[src/rtl/uart_tx_core.sv]
// uart_tx_core: 8-bit UART transmitter, start/8 data LSB-first/stop.
// Optional even parity bit after the data when UART_TX_PARITY_EN is defined.
module uart_tx_core #(
    parameter int DIV_W = 32
) (
    input  logic             clk,
    input  logic             rst,
    input  logic             tx_start,
    input  logic [7:0]       tx_data,
    input  logic [DIV_W-1:0] baud_divisor,
    output logic             tx_serial,
    output logic             tx_busy,
    output logic             tx_done,
    output logic             baud_tick
);

`ifdef UART_TX_PARITY_EN
    typedef enum logic [2:0] {IDLE, START, DATA, PARITY, STOP} state_t;
`else
    typedef enum logic [2:0] {IDLE, START, DATA, STOP} state_t;
`endif

    state_t           state, state_n;
    logic [DIV_W-1:0] cnt, cnt_n, cnt_inc;
    logic [DIV_W-1:0] nm1, nm1_n, nm1_acc;
    logic [7:0]       sh, sh_n;
    logic [2:0]       idx, idx_n;
    logic             serial_n, busy_n, done_n, tick_n;
    logic             last;
`ifdef UART_TX_PARITY_EN
    logic             par, par_n;
`endif

    // nm1 holds the bit period minus one, so the counter never needs N itself
    assign nm1_acc = (baud_divisor > DIV_W'(1)) ? baud_divisor - DIV_W'(1) : '0;
    assign cnt_inc = cnt + DIV_W'(1);
    assign last    = (cnt == nm1);

    // next-state and registered-output values
    always_comb begin
        state_n  = state;
        cnt_n    = cnt;
        nm1_n    = nm1;
        sh_n     = sh;
        idx_n    = idx;
        serial_n = tx_serial;
        busy_n   = tx_busy;
        done_n   = 1'b0;
        tick_n   = 1'b0;
`ifdef UART_TX_PARITY_EN
        par_n    = par;
`endif
        if (state != IDLE) begin
            if (last) begin
                cnt_n  = '0;
                tick_n = (nm1 == '0);
            end else begin
                cnt_n  = cnt_inc;
                tick_n = (cnt_inc == nm1);
            end
        end
        unique case (state)
            IDLE: begin
                if (tx_start) begin
                    state_n  = START;
                    cnt_n    = '0;
                    nm1_n    = nm1_acc;
                    sh_n     = tx_data;
                    serial_n = 1'b0;
                    busy_n   = 1'b1;
                    tick_n   = (nm1_acc == '0);
`ifdef UART_TX_PARITY_EN
                    par_n    = ^tx_data;
`endif
                end
            end
            START: begin
                if (last) begin
                    state_n  = DATA;
                    idx_n    = '0;
                    serial_n = sh[0];
                    sh_n     = {1'b0, sh[7:1]};
                end
            end
            DATA: begin
                if (last) begin
                    if (idx == 3'd7) begin
`ifdef UART_TX_PARITY_EN
                        state_n  = PARITY;
                        serial_n = par;
`else
                        state_n  = STOP;
                        serial_n = 1'b1;
`endif
                    end else begin
                        idx_n    = idx + 3'd1;
                        serial_n = sh[0];
                        sh_n     = {1'b0, sh[7:1]};
                    end
                end
            end
`ifdef UART_TX_PARITY_EN
            PARITY: begin
                if (last) begin
                    state_n  = STOP;
                    serial_n = 1'b1;
                end
            end
`endif
            STOP: begin
                if (last) begin
                    state_n  = IDLE;
                    busy_n   = 1'b0;
                    done_n   = 1'b1;
                    tick_n   = 1'b0;
                end
            end
            default: state_n = IDLE;
        endcase
    end

    // state, datapath and output registers
    always_ff @(posedge clk) begin
        if (rst) begin
            state     <= IDLE;
            cnt       <= '0;
            nm1       <= '0;
            sh        <= '0;
            idx       <= '0;
            tx_serial <= 1'b1;
            tx_busy   <= 1'b0;
            tx_done   <= 1'b0;
            baud_tick <= 1'b0;
`ifdef UART_TX_PARITY_EN
            par       <= 1'b0;
`endif
        end else begin
            state     <= state_n;
            cnt       <= cnt_n;
            nm1       <= nm1_n;
            sh        <= sh_n;
            idx       <= idx_n;
            tx_serial <= serial_n;
            tx_busy   <= busy_n;
            tx_done   <= done_n;
            baud_tick <= tick_n;
`ifdef UART_TX_PARITY_EN
            par       <= par_n;
`endif
        end
    end

endmodule

[config.mk]
export PLATFORM = sky130hd
export DESIGN_NAME = uart_tx_core
export DESIGN_NICKNAME = d
export VERILOG_FILES = /design/src/rtl/uart_tx_core.sv
export SDC_FILE = /design/constraint.sdc
export NUM_CORES = 1
export LEC_CHECK = 0
export BUFFER_PORTS_ARGS = -buffer_cell sky130_fd_sc_hd__buf_2
export CELL_PAD_IN_SITES_DETAIL_PLACEMENT = 1
export CELL_PAD_IN_SITES_GLOBAL_PLACEMENT = 2
export CORE_AREA = 2 2 137 139
export CTS_CLUSTER_SIZE = 10
export DETAILED_ROUTE_END_ITERATION = 12
export DIE_AREA = 0 0 139 141
export PLACE_DENSITY = 0.8
export SYNTH_ARGS = -nofsm -noshare
export SYNTH_HDL_FRONTEND = slang
export SYNTH_SLANG_ARGS = --single-unit
[constraint.sdc]
create_clock -name clk -period 3.3 [get_ports clk]
set_clock_uncertainty 0.05 [all_clocks]
set_input_delay 0.99 -clock clk [delete_from_list [all_inputs] [get_ports clk]]
set_output_delay 0.99 -clock clk [all_outputs]
set_load 0.05 [all_outputs]
; Yosys cells after proc, flatten, opt, wreduce, memory -nomap -nowiden
; Cells that the tools add are included.
[classes]
order_cmp = 1
div_mod_pow = 0
mux = 33
n_shift = 0
eq_ne = 12
bitwise_logic = 1
n_mul = 0
add_sub_neg = 3
reduce_logical = 14
[ops]
columns = op, count
row1 = two-way mux 32 bit, 5
row2 = equality test 32 bit, 2
row3 = logical NOT 32 bit, 2
row4 = adder 32 x 1 -> 32 bit (second input constant), 1
row5 = greater-than comparator 32 x 1 -> 1 bit (second input constant), 1
row6 = two-way mux 8 bit, 4
row7 = subtractor 32 x 1 -> 32 bit (second input constant), 1
row8 = case mux 8 bit (3 select lines), 1
row9 = two-way mux 3 bit, 7
row10 = inequality test 2 bit (second input constant), 6
row11 = case mux 3 bit (4 select lines), 1
row12 = two-way mux 1 bit, 11
row13 = AND reduction 5 bit, 2
row14 = AND reduction 4 bit, 2
row15 = equality test 3 x 2 -> 1 bit (second input constant), 2
row16 = case mux 3 bit (2 select lines), 1
row17 = nonzero test 3 bit, 2
row18 = case mux 1 bit (2 select lines), 2
row19 = nonzero test 2 bit, 2
row20 = adder 3 x 1 -> 3 bit (second input constant), 1
row21 = equality test 3 x 1 -> 1 bit (second input constant), 1
row22 = equality test 3 bit (second input constant), 1
row23 = logical NOT 3 bit, 1
row24 = case mux 1 bit (3 select lines), 1
row25 = 4 further kinds, 4
[totals]
in_bits = 43
reg_bits = 82
ram_bits = 0
mem_bits_ro = 0
output_inout_bits = 4
latchBits = 0
mem_count = 0

; Logic depth before layout (Yosys ltp)
[depth]
depth_word = 6
depth_mapped = 11
ltp_nobuf = 10

; Least setup slack after synthesis
; OpenSTA, ideal clock, no wires.
[synth_path]
path_type = input port to flip-flop
start = input baud_divisor[2]
end = register baud_tick
path_slack_ps = 126
path_buffers = 1
stages = 9
required_time_ps = 3162
t_arrival_ps = 3036
cell_sequence = clkbuf_1 > nor4_4 > nand4_1 > or4_1 > xnor2_1 > a2111oi_0 > and4_1 > a31oi_1 > o32ai_2
[synth_via]
elab_chain_cells = 5
elab_cells_between_ends = 6
[synth_lines]
columns = item, line_no
row1 = from (decl), 10  ; input logic [DIV_W-1:0] baud_divisor,
row2 = subtractor 32 x 1 -> 32 bit or greater-than comparator 32 x 1 -> 1 bit (tied branches), 35  ; assign nm1_acc = (baud_divisor > DIV_W'(1)) ? baud_divisor - DIV_W'(1) : '0;
row3 = two-way mux 32 bit (*), 35
row4 = logical NOT 32 bit (*), 71  ; tick_n = (nm1_acc == '0);
row5 = two-way mux 1 bit (*), 64  ; if (tx_start) begin
row6 = case mux 1 bit (2 select lines) (*), 62  ; unique case (state)
row7 = to (signal assigned), 146  ; baud_tick <= tick_n;
row8 = to (decl), 14  ; output logic baud_tick
; Every way passes the cells marked *; elsewhere a longest branch is shown, timed or not.
; A chain may end at the register's enable or synchronous reset.

; Final worst setup path
[layout_path]
start = register cnt[1]
end = register baud_tick
[layout_via]
elab_chain_cells = 6
elab_cells_between_ends = 8
[layout_lines]
columns = item, line_no
row1 = from (decl), 24  ; logic [DIV_W-1:0] cnt, cnt_n, cnt_inc;
row2 = from (signal assigned), 139  ; cnt <= cnt_n;
row3 = adder 32 x 1 -> 32 bit, 36  ; assign cnt_inc = cnt + DIV_W'(1);
row4 = equality test 32 bit, 59  ; tick_n = (cnt_inc == nm1);
row5 = two-way mux 1 bit, 54  ; if (last) begin
row6 = two-way mux 1 bit, 53  ; if (state != IDLE) begin
row7 = two-way mux 1 bit (on tied branches), "111, 64"
row8 = case mux 1 bit (2 select lines) (*), 62
; Marked as above.

==> summary.txt <==
Logic synthesis
  • EDFF count, synth: 0
  • Cells after Synth: 746
  • Top cell type's share of synthesized area: 28.3%
  • Unique masters post-synth: 64
  • Most area-hungry cell type in the Yosys netlist: dfxtp_1
  • Syn nets: 799
  • Post-synth top flop: dfxtp_1
  • Synth warn: 0
  • Seq cells post-synth: 81
  • Ys async rst share: 0%
  • Avg Cell Area, Syn: 7.68 um2
  • Register area share after synthesis: 28.3%
  • Post-Syn Area: 5730 um2
  • Area contributors post-synth: dfxtp_1 28%, xor2_1 8.9%, a21oi_1 6.0%, nor2_1 5.6%, nand2_1 5.0%

Power and ir drop
  • Peak VDD IR: 0.000397 V
  • Flop pwr share: 30.2%
  • Power Internal: 2.49 mW
  • Gate power share: 42.5%
  • PwrDens: 638 nW/um2
  • P_sw: 1.78 mW
  • LEAKAGE: 2.64 nW
  • Pwr Total: 4.27 mW
  • Switching part of the total power: 41.7%
  • Clock share of power: 27.3%

Place
  • DP Cell Count: 1,019
  • Place WS: -0.242 ns
  • GP Congestion: 0.895
  • Dpl hpwl: 14.8 mm
  • Port bufs: 46

Critical path
  • Critical path fanouts, max: 7
  • CP required: 3.53 ns
  • Max stage delay on crit path: 0.56 ns
  • RR Endpoint: baud_tick
  • Worst-path cell chain: ha_1 -> nand3_2 -> nor4b_1 -> o211ai_1 -> a2111oi_0 -> nand4_1 -> nor4_4 -> a21oi_1 -> o32ai_2
  • CP Launch Type: flip-flop
  • CP max-delay cell: a2111oi_0
  • FF-to-FF Start: cnt[1]
  • Arrival time of the worst setup path: 3.30 ns
  • Critical path class: reg -> reg
  • Critical Path End Type: flip-flop
  • R2r setup slk: 0.23 ns
  • R2r worst-path depth: 9

Job
  • Number of max-cap violations: 0

Detailed routing
  • DRT antenna net count: 0
  • Via count: 5,771
  • Total Wirelength: 19.4 mm
  • DR pass1 iterations: 4
  • DR vias/cell: 5.58
  • Wire per inst: 18.7 um
  • Drt initial violations: 261
  • DRC: 0

STA
  • Worst setup margin: 0.227 ns
  • Min Clock Period, post-route: 3.07 ns
  • Worst slew margin: 39.8%
  • Final Max Tran Viols: 0
  • RSZ-0062 raised after global routing: false
  • Worst Max-Slew Pin Slew: 0.903 ns
  • Final period utilization: 93.1%
  • Sum Neg Setup Slack: 0 ns
  • Final setup vio count: 0
  • FMAX: 325 MHz
  • Fin. Hold Viols: 0

Finish
  • Area of the multi-input gates: 3880 um2
  • Final Net Count: 849
  • Layout cells sized above 1: 17.4%
  • Final non-filler cell total: 1,035
  • Area delta synth->final: 17.0%
  • Layout fillers: 2,259
  • Fin util: 36.7%
  • Antenna Cells: 0
  • Register area: 1620 um2

Global route
  • Initial antenna violation count: 0
  • First-pass GRT wire length: 31.8 mm
  • Largest net degree at the start of global routing: 83
  • GRT Total Usage: 20.1%
  • Vias in the first global route: 5,912
  • Total grt overflow: 0

CTS
  • Clk Latency, worst-skew pair: 0.36 ns
  • CTS tree: yes
  • Clk pin slew, worst setup/hold paths: 0.07 ns
  • Num CTS Buffers: 9
  • CTS H-tree lvls: 3
  • # clock sinks: 81
  • Deepest clock path buffer count: 2
  • Post-CTS Setup Repair Bufs: 0
  • Clock root buffer: clkbuf_16

Floorplanning
  • Ports: 47
  • Die W: 139 um
  • Core area: 18,300 um2
  • Site Rows: 50
  • Die area: 19,600 um2
  • Die Ht: 141 um
  • Initial core utilization: 31.3%

Hold path
  • Min-delay worst type: reg -> reg
  • Hold Crit Endpoint: sh[7]
  • Hold wc startpoint: sh[7]
  • Hold depth: 2

Outcome
  • Status: completed
-- layer usage --
metal	vias to the layer above	track usage (%)	share of wire, %
met5	-	0	0
met1	2825	26.1	47
li1	2806	-	-
met2	114	34.1	48
met4	0	6.27	1.9
met3	26	3.60	3.3
-- logic make-up (layout without fill, tap and decap cells) --
| kind of cell | after synthesis | after routing | synth area share [%] |
|---|---|---|---|
| and+or+nand+nor | 350 | 350 | 33.9 |
| AOI/OAI and AO/OA | 151 | 151 | 16.1 |
| DFF | 81 | 81 | 28.3 |
| xor gates and xnor gates | 80 | 80 | 12.2 |
| buffers and inverters | 57 | 112 | 4.15 |
| muxes | 17 | 17 | 3.12 |
| adders and majority gates | 10 | 10 | 2.18 |
-- cell type report --
type | instances | share of cell area (%)
Sequential cell | 81 | 24.2
Inverter | 8 | 0.448
Clock inverter | 7 | 1.62
Multi-Input combinational cell | 608 | 57.9
Tap cell | 234 | 4.37
Clock buffer | 9 | 3.36
Timing Repair Buffer | 88 | 8.14
-- cell usage after synthesis, types with 3 or more instances --
library cell / n
and3_1: 5
nor4_4: 5
a211oi_1: 4
nor4b_1: 5
or4_1: 6
nor3_1: 27
nor4_1: 27
or3_1: 20
a21oi_1: 69
nor2_1: 86
a2111oi_0: 3
a22oi_1: 17
a31oi_1: 4
ha_1: 10
nor4_2: 3
nand2_1: 76
xor2_1: 58
xnor2_1: 22
dfxtp_1: 81
and4_1: 7
or2_2: 4
nand4_1: 18
a41oi_1: 3
clkbuf_1: 34
nand3b_1: 6
mux2_2: 7
o21ai_0: 25
nand3_1: 24
o21a_1: 3
mux2i_1: 10
a21o_1: 4
buf_2: 13
and2_1: 3
inv_1: 8
nor3b_1: 11
-- registers in the layout, indices dropped and copies added, names as in the netlist --
register,flops
baud_tick,1
tx_done,1
sh,8
idx,3
tx_busy,1
state,2
tx_serial,1
cnt,32
nm1,32
-- metrics by stage --
| step | hold slack, ns | area (um2) |
|---|---|---|
| 2_1_floorplan | 0.378 | 5730 |
| 3_3_place_gp | 0.386 | 6360 |
| 3_5_place_dp | 0.408 | 6360 |
| 4_1_cts | 0.417 | 6700 |
| 5_1_grt | 0.434 | 6700 |
| 6_report | 0.414 | 6700 |
-- worst max-delay path, delay by kind of cell, from the launching register on --
family                     cells  cell delay, ns
AOI/OAI and AO/OA              4            1.03
DFF                            1            0.50
and+or+nand+nor                4            1.04
adders and majority gates      1            0.38
-- layout by cell type (no fill, tap or decap), drive strengths merged, types with 2 or more instances in the layout --
master	instances
a211o	2
nand2	77
o21ai	26
inv	12
o21bai	2
nor2	86
and2	3
a2111oi	3
nand3b	6
nor3	29
a41oi	3
clkbuf	9
nor4b	5
o21a	3
nor3b	11
ha	10
a211oi	5
buf	88
a31oi	4
nand3	25
xor2	58
xnor2	22
a22oi	17
dfxtp	81
or2	4
and3	6
nand4b	2
bufinv	2
o31ai	2
or4	8
or3	21
nor4	35
nand2b	2
mux2	7
a21oi	69
a21o	4
o211ai	2
nand4	20
mux2i	10
and4	8
-- worst max path at each step --
stage | startpoint | endpoint | slack (ns) | cells past startpoint
floorplan | baud_divisor[2] | baud_tick | 0.13 | 9
global placement | baud_divisor[22] | baud_tick | 0.03 | 9
detailed placement | baud_divisor[4] | baud_tick | -0.24 | 9
CTS | baud_divisor[4] | baud_tick | 0.14 | 9
global route | cnt[1] | baud_tick | 0.05 | 9
finish | cnt[1] | baud_tick | 0.23 | 9
-- power groups by stage --
stage / Clock, mW / Sequential, mW / Combinational (mW)
after floorplan: 0 / 1.29 / 1.26
after global placement: 0 / 1.30 / 1.74
after detailed placement: 0 / 1.31 / 1.82
after CTS: 1.20 / 1.29 / 1.83
after global routing: 1.23 / 1.31 / 2.02
final: 1.17 / 1.29 / 1.82
-- timing repair --
item / in CTS / in global routing
endpoints found under the hold margin: 0 / 0
resized for setup: 0 / 2
hold buffers: 0 / 0
setup endpoints to repair: 0 / 1
Note: power is estimated with default switching activity, not from simulation.
